File: src/rtl/hop_pipe_array.sv
// Array of independent valid/data shift pipelines with per-channel local reset
// and a global warm-up FSM that raises ready once the pipelines have had time to fill.

module hop_chan #(
    parameter int DEPTH  = 2,
    parameter int WIDTH  = 1,
    parameter int CW     = 2,
    parameter bit LASYNC = 1'b1
) (
    input  logic             clock0,
    input  logic             rst1,
    input  logic             rst_ch,
    input  logic             en,
    input  logic             start_vld,
    input  logic [WIDTH-1:0] start,
    output logic [WIDTH-1:0] dout,
    output logic             dout_vld,
    output logic [CW-1:0]    fill_cnt
);
    logic                         s0_vld;
    logic [WIDTH-1:0]             s0_dat;
    logic [DEPTH-1:1]             tl_vld;
    logic [DEPTH-1:1][WIDTH-1:0]  tl_dat;
    logic [DEPTH-1:0]             all_vld;
    logic [DEPTH-1:0][WIDTH-1:0]  all_dat;

    assign all_vld = {tl_vld, s0_vld};
    assign all_dat = {tl_dat, s0_dat};

    // Stage 0 only answers to the global reset so the channel input is never lost.
    always_ff @(posedge clock0 or posedge rst1) begin
        if (rst1) begin
            s0_vld <= 1'b0;
            s0_dat <= '0;
        end else if (en) begin
            s0_vld <= start_vld;
            s0_dat <= start;
        end
    end

    generate
        if (LASYNC) begin : g_arst
            logic lrst;
            assign lrst = rst1 | rst_ch;
            always_ff @(posedge clock0 or posedge lrst) begin
                if (lrst) begin
                    tl_vld <= '0;
                    tl_dat <= '0;
                end else if (en) begin
                    tl_vld <= all_vld[DEPTH-2:0];
                    tl_dat <= all_dat[DEPTH-2:0];
                end
            end
        end else begin : g_srst
            always_ff @(posedge clock0 or posedge rst1) begin
                if (rst1) begin
                    tl_vld <= '0;
                    tl_dat <= '0;
                end else if (rst_ch) begin
                    tl_vld <= '0;
                    tl_dat <= '0;
                end else if (en) begin
                    tl_vld <= all_vld[DEPTH-2:0];
                    tl_dat <= all_dat[DEPTH-2:0];
                end
            end
        end
    endgenerate

    // Popcount taken straight off the stage flops, so it tracks async clears too.
    always_comb begin
        fill_cnt = '0;
        for (int k = 0; k < DEPTH; k++) fill_cnt = fill_cnt + CW'(all_vld[k]);
    end

    assign dout     = tl_dat[DEPTH-1];
    assign dout_vld = tl_vld[DEPTH-1];
endmodule

module hop_pipe_array #(
    parameter int                NUM_CH     = 4,
    parameter int                DEPTH      = 2,
    parameter int                WIDTH      = 1,
    parameter logic [NUM_CH-1:0] LRST_ASYNC = {NUM_CH{1'b1}}
) (
    input  logic                               clock0,
    input  logic                               rst1,
    input  logic [NUM_CH-1:0]                  rst_ch,
    input  logic [NUM_CH-1:0]                  en,
    input  logic [NUM_CH*WIDTH-1:0]            start,
    input  logic [NUM_CH-1:0]                  start_vld,
    output logic [NUM_CH*WIDTH-1:0]            dout,
    output logic [NUM_CH-1:0]                  dout_vld,
    output logic [NUM_CH*$clog2(DEPTH+1)-1:0]  fill_cnt,
    output logic                               ready
);
    localparam int CW = $clog2(DEPTH+1);

    for (genvar i = 0; i < NUM_CH; i++) begin : g_ch
        hop_chan #(
            .DEPTH  (DEPTH),
            .WIDTH  (WIDTH),
            .CW     (CW),
            .LASYNC (LRST_ASYNC[i])
        ) u_ch (
            .clock0    (clock0),
            .rst1      (rst1),
            .rst_ch    (rst_ch[i]),
            .en        (en[i]),
            .start_vld (start_vld[i]),
            .start     (start[i*WIDTH +: WIDTH]),
            .dout      (dout[i*WIDTH +: WIDTH]),
            .dout_vld  (dout_vld[i]),
            .fill_cnt  (fill_cnt[i*CW +: CW])
        );
    end

    typedef enum logic [1:0] {ST_WAIT, ST_FILL, ST_RUN} state_t;
    state_t          state;
    logic [CW-1:0]   cnt;

    // Warm-up: one edge to leave WAIT, then DEPTH edges counting in FILL.
    always_ff @(posedge clock0 or posedge rst1) begin
        if (rst1) begin
            state <= ST_WAIT;
            cnt   <= '0;
            ready <= 1'b0;
        end else begin
            case (state)
                ST_WAIT: begin
                    state <= ST_FILL;
                    cnt   <= '0;
                end
                ST_FILL: begin
                    if (cnt == CW'(DEPTH-1)) begin
                        state <= ST_RUN;
                        ready <= 1'b1;
                    end else begin
                        cnt <= cnt + 1'b1;
                    end
                end
                ST_RUN:  state <= ST_RUN;
                default: state <= ST_WAIT;
            endcase
        end
    end
endmodule
File: config.mk
export PLATFORM = sky130hd
export DESIGN_NAME = hop_pipe_array
export DESIGN_NICKNAME = d
export VERILOG_FILES = /design/src/rtl/hop_pipe_array.sv
export SDC_FILE = /design/constraint.sdc
export NUM_CORES = 1
export LEC_CHECK = 0
export CAP_MARGIN = 30
export CELL_PAD_IN_SITES_DETAIL_PLACEMENT = 1
export CELL_PAD_IN_SITES_GLOBAL_PLACEMENT = 1
export CORE_MARGIN = 2
export CORE_UTILIZATION = 30
export DETAILED_ROUTE_END_ITERATION = 10
export PLACE_DENSITY = 0.77
export SLEW_MARGIN = 40
export SYNTH_ARGS = -nofsm -noshare
export SYNTH_HDL_FRONTEND = slang
export SYNTH_SLANG_ARGS = --single-unit
File: constraint.sdc
create_clock -name clock0 -period 1.69 [get_ports clock0]
set_clock_uncertainty 0.15 [all_clocks]
set_input_delay 0.169 -clock clock0 [delete_from_list [all_inputs] [get_ports clock0]]
set_output_delay 0.169 -clock clock0 [all_outputs]
set_load 0.01 [all_outputs]
==> results.ini <==
[global_routing]
grt_start_max_net_pins=14
grt_pass1_vias=750
grt_antenna_before_repair=0
grt_pass1_wl_um=3480
grt-ovfl-total=0
globalRouteTotalUtil_pct=13.6

[detailed_routing]
viasPerCell=4.29
vias=657
drc=0
ant_nets=0
first_pass_iters=4
routed_wl_um=2150
wl_per_cell_um=14.1
first_iter_violations=5

[yosys]
syn_area_per_cell_sq_um=13.3
synth_fp_nets=96
syn_inst=71
yosys_warnings=0
synth_cell_types=14
ys_ff_latch=21
syn_area_sq_um=947
synth-seq-area-share_pct=55.5

[run_status]
status=finished, final reports clean

[clock_network]
htreeDepth=1
clockBufferDepth=2
cts_tree=done
insertion_delay_ns=0.31
root_buffer=clkbuf_4
numCtsBuffers=3
clkSlewWorstSetupHoldPaths_ns=0.11
cts_sinks=21

[placed_design]
place_congestion=0.697
hpwl_um=1650
io_buffers=34
dp_slack_ns=0.165

[sta]
rsz0062_at_grt=no
max_freq_mhz=614
setup_tns_ns=0
worstMarginPinSlew_ns=0.511
finalWorstPathRequiredPeriod_ns=1.63
holdWs_ns=0.0799
relSlewSlack_pct=65.9
maxSlewViolCount=0
setup_slack_ns=0.0614
fin_crit_sh_pct=96.4
setup_viol=0
hold_viol_final=0

[pwr]
pwr-share-comb_pct=26.3
max-vdd-ir-drop_v=0.000206
netSwitchingFraction_pct=26.1
powerDensity_mw_per_mm2=811
p_clk_share_pct=22.0
pwr-share-seq_pct=51.8
p_int_uw=824
power_leakage_nw=0.629
p_switching_uw=290

[setup_path]
crit_required_ns=1.37
worstPathArrival_ns=1.31
worst-setup-path-type=flip-flop to primary output
critPathLaunchType=flip-flop
end_kind=primary output
cp_max_fo=3

[floorplan]
pin_count=35
die-area_sq_mm=0.00362
core-area_sq_mm=0.00303
die_w_um=60.2
start_util_pct=31.3
fp.dieH_um=60.2
rows=20

[run]
maxCapViolCount=0

[layout]
area_growth_pct=45.0
nFillCells=319
insertedDiodeCount=0
multi_input_area_sq_um=347
drive_above_1_share_pct=22.0
nets=135
ff_latch_area_sq_um=526

[worst_hold_path]
hp-class=input port to asynchronous set/reset pin

[routing by layer]
metal	global-route usage, %	up-vias	routed length [um]
li1	-	309	-
met1	11.5	319	725
met2	28.4	24	1270
met3	1.73	5	107
met4	8.57	0	51
met5	0	-	0
[worst max-delay path: stages, from the launching register on]
cell and delay, ns:
dfrtp_1 0.41, ha_1 0.30, dlygate4sd2_1 0.29
[path summary, 6_finish.rpt]
path	start	depth (start not counted)	endpoint	slack [ns]
worst max-delay path	g_ch[0].u_ch.s0_vld	2	fill_cnt[0]	0.06
worst min-delay path	rst1	2	g_ch[0].u_ch.dout_vld	0.08
max in group asynchronous	rst_ch[1]	3	g_ch[1].u_ch.dout_vld	0.73
min in group clock0	start[1]	2	g_ch[1].u_ch.s0_dat	0.32
worst max register to register	cnt[0]	4	state[0]	0.41
worst min register to register	ready	1	ready	0.35
[cells in the mapped netlist]
library cell,instances,area share [%]
nand2b_1,1,0.66
o2bb2ai_1,1,0.92
inv_1,4,1.6
buf_4,8,6.3
o21ai_1,3,1.6
mux2_1,1,1.2
nand2b_2,1,0.92
mux2_2,15,18
a21o_1,1,0.79
nor2_1,4,1.6
dfrtp_1,21,55
nor2_2,1,0.66
ha_1,7,9.2
nand2_1,3,1.2
[cell usage in the layout (no fill, tap or decap), drive strengths merged]
cell type      instances
a21o                   1
dlygate4sd2            8
o21ai                  3
dlymetal6s2s           2
buf                    4
nand2                  3
dlygate4sd3            4
inv                    4
clkbuf                 4
o2bb2ai                1
nand2b                 2
nor2                   5
dfrtp                 21
ha                     7
mux2                  16
clkdlybuf4s50         24
[power by group through the flow]
| stage | Sequential (mW) | Clock (mW) | Combinational (mW) |
|---|---|---|---|
| 4_1_cts | 0.578 | 0.260 | 0.300 |
| 3_5_place_dp | 0.593 | 0 | 0.297 |
| 2_1_floorplan | 0.581 | 0 | 0.160 |
| 5_1_grt | 0.583 | 0.278 | 0.320 |
| 6_report | 0.577 | 0.245 | 0.293 |
| 3_3_place_gp | 0.586 | 0 | 0.287 |
[registers in the layout, summed over array words and instances, names as in the netlist]
| name | count |
|---|---|
| g_ch.u_ch.dout_vld | 4 |
| state | 2 |
| g_ch.u_ch.s0_dat | 4 |
| g_ch.u_ch.s0_vld | 4 |
| ready | 1 |
| g_ch.u_ch.dout | 4 |
| cnt | 2 |
[repair_timing]
item / in CTS / in global routing
gates resized for setup: 8 / 2
setup buffers: 4 / 0
hold buffers: 4 / 0
gates cloned: 0 / 0
setup endpoints to repair: 8 / 2
hold endpoints to repair: 8 / 0
[cell type report]
| class | count | share of cell area (%) |
|---|---|---|
| tap | 44 | 4.01 |
| multi-input combinational | 38 | 25.2 |
| inverter | 4 | 1.09 |
| timing repair buffer | 42 | 29.5 |
| clock buffer | 4 | 1.91 |
| sequential | 21 | 38.3 |
[cells by family (layout without fill, tap and decap cells)]
kind of cell / count (synthesis) / after routing / share of synthesized area (%)
AOI/OAI and AO/OA: 5 / 5 / 3.30
adders and majority gates: 7 / 7 / 9.25
buffers and inverters: 12 / 50 / 7.93
DFF: 21 / 21 / 55.5
muxes: 16 / 16 / 19.0
and+or+nand+nor: 10 / 10 / 5.02
[stage by stage]
step           instances  util (%)  total power [mW]  instance area [sq um]
2_1_floorplan         71         -             0.741                    947
3_3_place_gp         141      42.4             0.873                   1280
3_5_place_dp         141      42.4             0.890                   1280
4_1_cts              153      45.2              1.14                   1370
5_1_grt              153      45.4              1.18                   1370
6_report             153      45.4              1.11                   1370
Note: power is estimated with default switching activity, not from simulation.
